**src/rtl/linebuf_window3x3_if.sv**
```systemverilog
// Window-source bundle: pixel stream in, registered 3x3 window out.
// master = producer/consumer side, slave = linebuf_window3x3.
interface linebuf_window3x3_if #(
  parameter int WIDTH = 32
);
  logic                        in_valid;
  logic [WIDTH-1:0]            in_data;
  logic [2:0][2:0]             win_rd_en;
  logic [2:0][2:0][WIDTH-1:0]  win_rd_data;
  logic                        win_valid;
  logic                        frame_done;
  logic                        rd_err;

  modport master (
    output in_valid, in_data, win_rd_en,
    input  win_rd_data, win_valid, frame_done, rd_err
  );

  modport slave (
    input  in_valid, in_data, win_rd_en,
    output win_rd_data, win_valid, frame_done, rd_err
  );
endinterface

```
**src/rtl/linebuf_window3x3.sv**
```systemverilog
// Streaming 3x3 window source with two row line buffers.
// Ports: clk, rst (async high), bus (slave: pixel in / window out).
// Optional LINEBUF_RD_CHECK_EN: sticky rd_err on reads of an
// invalid window; otherwise rd_err = 0.
module linebuf_window3x3 #(
  parameter int WIDTH = 32,
  parameter int IMG_W = 16,
  parameter int IMG_H = 16
) (
  input logic                clk,
  input logic                rst,
  linebuf_window3x3_if.slave bus
);
  localparam int CW = $clog2(IMG_W);
  localparam int RW = $clog2(IMG_H);

  logic [CW-1:0]              col;
  logic [RW-1:0]              row;
  logic [WIDTH-1:0]           lb0 [IMG_W];
  logic [WIDTH-1:0]           lb1 [IMG_W];
  logic [2:0][2:0][WIDTH-1:0] win;
  logic                       win_valid;
  logic                       frame_done;
  logic                       col_last;
  logic                       row_last;

  assign col_last = (col == CW'(IMG_W - 1));
  assign row_last = (row == RW'(IMG_H - 1));

  // Line buffers carry no reset; stale data is masked by win_valid.
  // A pixel arriving while rst is high is dropped.
  always_ff @(posedge clk) begin
    if (bus.in_valid && !rst) begin
      lb1[col] <= lb0[col];
      lb0[col] <= bus.in_data;
    end
  end

  always_ff @(posedge clk or posedge rst) begin
    if (rst) begin
      col        <= '0;
      row        <= '0;
      win        <= '0;
      win_valid  <= 1'b0;
      frame_done <= 1'b0;
    end else if (bus.in_valid) begin
      for (int i = 0; i < 3; i++) begin
        win[i][0] <= win[i][1];
        win[i][1] <= win[i][2];
      end
      win[0][2]  <= lb1[col];
      win[1][2]  <= lb0[col];
      win[2][2]  <= bus.in_data;
      win_valid  <= (row >= RW'(2)) && (col >= CW'(2));
      frame_done <= col_last && row_last;
      if (col_last) begin
        col <= '0;
        row <= row_last ? '0 : row + RW'(1);
      end else begin
        col <= col + CW'(1);
      end
    end else begin
      frame_done <= 1'b0;
    end
  end

  assign bus.win_rd_data = win;
  assign bus.win_valid   = win_valid;
  assign bus.frame_done  = frame_done;

`ifdef LINEBUF_RD_CHECK_EN
  logic rd_hit;
  logic rd_err;

  assign rd_hit = (|bus.win_rd_en) && !win_valid;

  always_ff @(posedge clk or posedge rst) begin
    if (rst) begin
      rd_err <= 1'b0;
    end else if (rd_hit) begin
      rd_err <= 1'b1;
    end
  end

  always_ff @(posedge clk) begin
    if (!rst) begin
      assert (!rd_hit)
        else $error("window read while win_valid is low");
    end
  end

  assign bus.rd_err = rd_err;
`else
  logic unused_rd_en;

  assign unused_rd_en = ^bus.win_rd_en;
  assign bus.rd_err   = 1'b0;
`endif
endmodule

```
**src/flat_wrapper.sv**
```systemverilog
// flat-port wrapper written by rule: the top's interface ports become plain ports
module linebuf_window3x3_flat 
#(
  parameter int WIDTH = 32,
  parameter int IMG_W = 16,
  parameter int IMG_H = 16
)
  (clk, rst, bus_in_valid, bus_in_data, bus_win_rd_en, bus_win_rd_data, bus_win_valid, bus_frame_done, bus_rd_err);
  linebuf_window3x3_if #(.WIDTH(WIDTH)) bus_i ();
  input logic clk;
  input logic rst;
  input wire logic [$bits(bus_i.in_valid)-1:0] bus_in_valid;
  input wire logic [$bits(bus_i.in_data)-1:0] bus_in_data;
  input wire logic [$bits(bus_i.win_rd_en)-1:0] bus_win_rd_en;
  output wire logic [$bits(bus_i.win_rd_data)-1:0] bus_win_rd_data;
  output wire logic [$bits(bus_i.win_valid)-1:0] bus_win_valid;
  output wire logic [$bits(bus_i.frame_done)-1:0] bus_frame_done;
  output wire logic [$bits(bus_i.rd_err)-1:0] bus_rd_err;
  assign bus_i.in_valid = bus_in_valid;
  assign bus_i.in_data = bus_in_data;
  assign bus_i.win_rd_en = bus_win_rd_en;
  assign bus_win_rd_data = bus_i.win_rd_data;
  assign bus_win_valid = bus_i.win_valid;
  assign bus_frame_done = bus_i.frame_done;
  assign bus_rd_err = bus_i.rd_err;
  linebuf_window3x3 #(.WIDTH(WIDTH), .IMG_W(IMG_W), .IMG_H(IMG_H)) u_core (.clk(clk), .rst(rst), .bus(bus_i));
endmodule
```
**config.mk**
```make
export PLATFORM = sky130hd
export DESIGN_NAME = linebuf_window3x3_flat
export DESIGN_NICKNAME = d
export VERILOG_FILES = /design/src/rtl/linebuf_window3x3_if.sv /design/src/rtl/linebuf_window3x3.sv /design/src/flat_wrapper.sv
export SDC_FILE = /design/constraint.sdc
export NUM_CORES = 1
export LEC_CHECK = 0
export CAP_MARGIN = 10
export CORE_AREA = 2 2 356 358
export DETAILED_ROUTE_END_ITERATION = 12
export DIE_AREA = 0 0 358 360
export GPL_TIMING_DRIVEN = 0
export PLACE_DENSITY_LB_ADDON = 0.05
export SYNTH_ARGS = -nofsm -noshare
export SYNTH_HDL_FRONTEND = slang
export SYNTH_SLANG_ARGS = --single-unit
```
**constraint.sdc**
```tcl
create_clock -name clk -period 9.69 [get_ports clk]
set_clock_uncertainty 0.05 [all_clocks]
set_input_delay 1.4535 -clock clk [delete_from_list [all_inputs] [get_ports clk]]
set_output_delay 1.4535 -clock clk [all_outputs]
set_load 0.02 [all_outputs]
```
## Yosys cells after proc, flatten, opt, wreduce, memory -nomap -nowiden

Memories as Yosys holds them, arrays and structs flattened. A register that Yosys moved wholly into a read port is not among the register bits.
Cells that the tools add are included.

| word-level totals | value |
|---|---|
| flip-flop bits (word level) | 266 |
| memories | 2 |
| bits of input ports | 44 |
| output and inout bits | 291 |
| RAM bits | 1,024 |
| word-level logic and storage cells | 30 |

| operators by class | value |
|---|---|
| mux-type cells | 5 |
| reduce and logical (&&, ||, !) cells | 5 |
| $lt $le $gt $ge | 2 |
| $add $sub $neg | 2 |
| eq/ne operators | 2 |

Memory list:

| name | depth | bits a word | rd ports | clocked after Yosys merged registers in | wr ports | line | source |
|---|---|---|---|---|---|---|---|
| u_core.lb0 | 16 | 32 | 1 | 0 | 1 | linebuf_window3x3.sv:19 | `logic [WIDTH-1:0] lb0 [IMG_W];` |
| u_core.lb1 | 16 | 32 | 1 | 1 | 1 | linebuf_window3x3.sv:20 | `logic [WIDTH-1:0] lb1 [IMG_W];` |

Operator list:

| cell | number |
|---|---|
| adder 4 x 1 -> 4 bit (second input constant) | 2 |
| == test 4 bit (second input constant) | 2 |
| greater-or-equal comparator 4 x 2 -> 1 bit (second input constant) | 2 |
| two-way mux 4 bit | 2 |
| logical AND 1 bit | 3 |
| two-way mux 1 bit | 3 |
| AND reduction 2 bit | 1 |
| zero test 1 bit | 1 |

## Depth between registers and ports, before layout

| depth | value |
|---|---|
| word-level depth | 4 |
| gate-level depth with buffers | 10 |
| depth with buffers taken out | 5 |

## Worst setup path before layout

No wires, ideal clock.

| timing path | value |
|---|---|
| kind | input-to-reg |
| start | input rst |
| end | memory u_core.lb0[0][0] (enable) |
| path slack | -0.733 ns |
| stages on the path | 3 |
| arrival | 9.944 ns |
| path through | inv_1 > and3_1 > and2_1 |

| on the way | value |
|---|---|
| longest elaborated chain between the ends | 4 |

Ends and longest elaborated chain:

| element | line | source |
|---|---|---|
| from (decl) | flat_wrapper.sv:11 | `input logic rst;` |
| zero test 1 bit | linebuf_window3x3.sv:33 | `if (bus.in_valid && !rst) begin` |
| logical AND 1 bit | linebuf_window3x3.sv:33 |  |
| two-way mux 1 bit | linebuf_window3x3.sv:33 |  |
| two-way mux 1 bit (implied by the code) | linebuf_window3x3.sv:35 | `lb0[col] <= bus.in_data;` |
| to (decl) | linebuf_window3x3.sv:19 |  |

No other way between the ends.

## Final worst setup path

| timing path | value |
|---|---|
| start | input bus_in_valid |
| end | memory u_core.lb0[8][21] (enable) |

| on the way | value |
|---|---|
| longest elaborated chain between the ends | 3 |

Ends and longest elaborated chain:

| element | line | source |
|---|---|---|
| from (decl) | flat_wrapper.sv:12 | `input wire logic [$bits(bus_i.in_valid)-1:0] bus_in_valid;` |
| logical AND 1 bit | linebuf_window3x3.sv:33 |  |
| two-way mux 1 bit | linebuf_window3x3.sv:33 |  |
| two-way mux 1 bit (implied by the code) | linebuf_window3x3.sv:35 |  |

No other way between the ends.

==> run summary <==
Status -> complete, no violations
Antenna violations before repair -> 6
Via density per instance -> 5.34
Routability congestion estimate -> 0.756
Post-synthesis register bit count -> 1322
Count of maximum capacitance violations -> 0
Headroom to the max-slew limit -> 0.214
Hold buffer count at CTS -> 0
Count of endpoints failing setup in the final report -> 0
Cell count of the worst hold path -> 1
Clock network latency to the later pin of the worst-skew pair -> 740 ps
Share of the clock period used by the worst path -> 0.427
WHS Endpoint -> u_core.bus.win_rd_data[111]
Setup fix buffers added after clock tree synthesis -> 0
Floorplan core area -> 0.125 sq mm
Max frequency -> 242 MHz
R2r worst-path depth -> 10
Vias in the first global route -> 27.0k
P&R area growth vs syn -> 22.8%
Netlist cell types -> 52
Power density relative to cell area -> 311 mW/mm^2
Number of flops mapped to enable cells by yosys -> 1024
Share of the synthesized area in the top cell type -> 0.619
Number of nets in the layout -> 3014
Cell with the biggest individual delay on the critical path -> clkbuf_1
Sum of negative setup slack -> 0 ps
Worst-margin pin slew -> 1180 ps
Overflow after GRT -> 0
Detailed-route wire length -> 131000 um
Final ANT Viol Nets -> 0
Worst Hold Class -> reg2reg
Count of fill cells added during filler insertion -> 10.3k
Height of the die -> 360 um
Sink count of the clock tree -> 1322
Post-CTS clock slew at the launch and capture registers of the worst setup and hold paths -> 60 ps
Number of levels the H-tree was split into -> 4
GRT Util Overall -> 0.204
Fraction of layout instances using a drive strength above 1 -> 0.274
Launch point of the worst hold path -> u_core.bus.win_rd_data[111]
Clock buffer count from CTS -> 146
Number of buffer and inverter instances along the worst setup path -> 8
Fraction of the yosys area taken by sequential cells -> 0.769
Largest delay share family, worst path -> buffers and inverters
Top cells by instance count after synthesis -> edfxtp_1 (1024), dfrtp_1 (298), mux2_2 (254)
DRC violation total after the first TritonRoute iteration -> 1860
Cell type with the largest total area after synthesis -> edfxtp_1
CP Cell Sequence -> clkbuf_1 -> buf_8 -> clkbuf_1 -> clkbuf_1 -> nor3b_2 -> buf_6 -> buf_6 -> buf_6 -> buf_6
CP Launch Type -> input pin
Residual DRC count -> 0
Starting density of the core -> 0.398
Die boundary width -> 358 um
Crit Reg-Reg Startpoint -> u_core.col[1]
Slew Viols, Final -> 0
Number of optimization iterations in the first detailed-route pass -> 5
Flop2flop setup slack -> 6000 ps
Total of buffers placed on input and output ports -> 323
Yosys warnings -> 0
Category of the critical setup timing path -> in2reg
Resized cells post-CTS -> 0
Worst setup slack after layout -> 5550 ps
Min cycle time layout -> 4140 ps
Summed instance area of the synthesized netlist -> 0.0497 sq mm
Arrival @ worst endpoint -> 4530 ps
Number of placement rows -> 130
Num ports -> 335
Required @ worst endpoint -> 10080 ps
Reg-to-reg critical path endpoint -> u_core.lb0[8][21]
Dominant register cell in the synthesized netlist -> edfxtp_1
First-pass GRT wire length -> 189000 um
Synth top area cells -> edfxtp_1 (62%), dfrtp_1 (15%), mux4_2 (8.7%)
Setup slack at placement -> 4220 ps
Crit path max fanout -> 10
Root buffer cell -> clkbuf_16
Net count after synthesis -> 2483
Most used standard cell by instance count after synthesis -> edfxtp_1
Detail Placement HPWL -> 85400 um
Total vias in the final route -> 25.3k
Syn Area/Cell -> 20.4 sq um
Routed WL per cell -> 27.5 um
Crit path capture type -> flip-flop
Leakage power total -> 20.7 nW
Ys async rst share -> 0.225
TritonCTS clock tree -> yes
Number of buffers on the longest clock path -> 3
Maximum VDD drop -> 0.000161 V
Final hold violation count -> 0
Unrepaired setup endpoints after global routing -> false
Cells after synthesis -> 2433
Cell with the most instances on the worst path -> buf_6
Delay contributed by the slowest stage of the critical path -> 610 ps
Area of the die -> 0.129 sq mm
Maximum number of pins on one net before global-route repair -> 47
power by group:
group / switching, mW / leakage [nW] / internal [mW]
Combinational: 3.35 / 5.73 / 2.43
Clock: 2.24 / 2.31 / 3.16
Sequential: 0.431 / 12.6 / 7.33
Total: 6.02 / 20.7 / 12.9
flip-flops by register name, indices dropped and copies added, names as in the netlist:
signal / cells
u_core.lb0: 512
u_core.lb1: 512
u_core.bus.win_rd_data: 288
u_core.col: 4
u_core.row: 4
u_core.bus.frame_done: 1
u_core.bus.win_valid: 1
through the flow:
stage / hold WS [ps] / utilization / cells / area (sq um) / power [mW]
final: 454 / 0.488 / 4740 / 61000 / 18.9
after global routing: 464 / 0.488 / 4739 / 61000 / 19.7
after CTS: 457 / 0.488 / 4738 / 61000 / 19.2
after detailed placement: 444 / 0.450 / 4465 / 56300 / 13.8
after global placement: 439 / 0.440 / 4406 / 55000 / 13.4
after floorplan: 414 / - / 2433 / 49700 / 10.9
how the worst max path moves through the flow:
stage                 startpoint                end  slack [ps]  depth (start not counted)
floorplan                    rst   u_core.lb0[0][0]        1590                          3
detailed placement  bus_in_valid  u_core.lb0[8][21]        4220                          8
CTS                 bus_in_valid  u_core.lb0[8][21]        5010                          8
global placement    bus_in_valid  u_core.lb0[8][21]       -5700                          4
finish              bus_in_valid  u_core.lb0[8][21]        5550                          9
global route        bus_in_valid  u_core.lb0[8][21]        5370                          9
area by class of cell:
type	count	area [sq um]	area share
diodes	1	2.50	0.0000410
clock buffers	193	4000	0.0655
flip-flops and latches	1322	38200	0.627
plain buffers	137	703	0.0115
clock inverters	80	696	0.0114
repair buffers	383	4300	0.0704
inverters	4	18.8	0.000308
multi-input cells	970	11000	0.180
well taps	1650	2060	0.0339
cell families after synthesis:
kind of cell,after synthesis,synth area share
and+or+nand+nor,173,0.0157
muxes,569,0.170
AOI/OAI and AO/OA,219,0.0289
xor gates and xnor gates,2,0.000353
other,1,0.0000755
DFF,1322,0.769
adders and majority gates,6,0.00151
buffers and inverters,141,0.0144
worst register-to-register path: stages (launching register included):
cell	delay, ps
dfrtp_1	420
buf_2	230
inv_2	220
clkbuf_1	650
ha_1	380
nand2_1	170
nor3b_2	520
buf_6	230
buf_6	160
buf_6	170
buf_6	190
routing by layer:
metal | routed length [um] | vias up | global-route usage
li1 | - | 10900 | -
met1 | 56300 | 13600 | 0.271
met2 | 66400 | 677 | 0.350
met3 | 5780 | 159 | 0.0316
met4 | 2060 | 2 | 0.0485
met5 | 13 | - | 0
cell usage in the layout, fill, tap and decap left out, types with 8 or more instances in the layout:
master / instances
dfrtp_1: 298
edfxtp_1: 1024
a31oi_2: 29
clkbuf_8: 8
nand2_1: 87
bufinv_16: 9
o22ai_1: 88
mux2_2: 254
o21ai_0: 8
and2_4: 11
clkinv_1: 22
a31oi_1: 26
o21ai_1: 13
buf_12: 13
clkdlybuf4s50_1: 323
buf_16: 14
a32oi_1: 8
mux4_2: 192
buf_6: 29
mux2i_1: 120
buf_4: 12
buf_8: 14
clkbuf_1: 99
nor2_1: 44
a22oi_1: 18
clkbuf_16: 150
buf_2: 42
clkinv_2: 31
No activity file was read; power rests on OpenSTA's default activity.
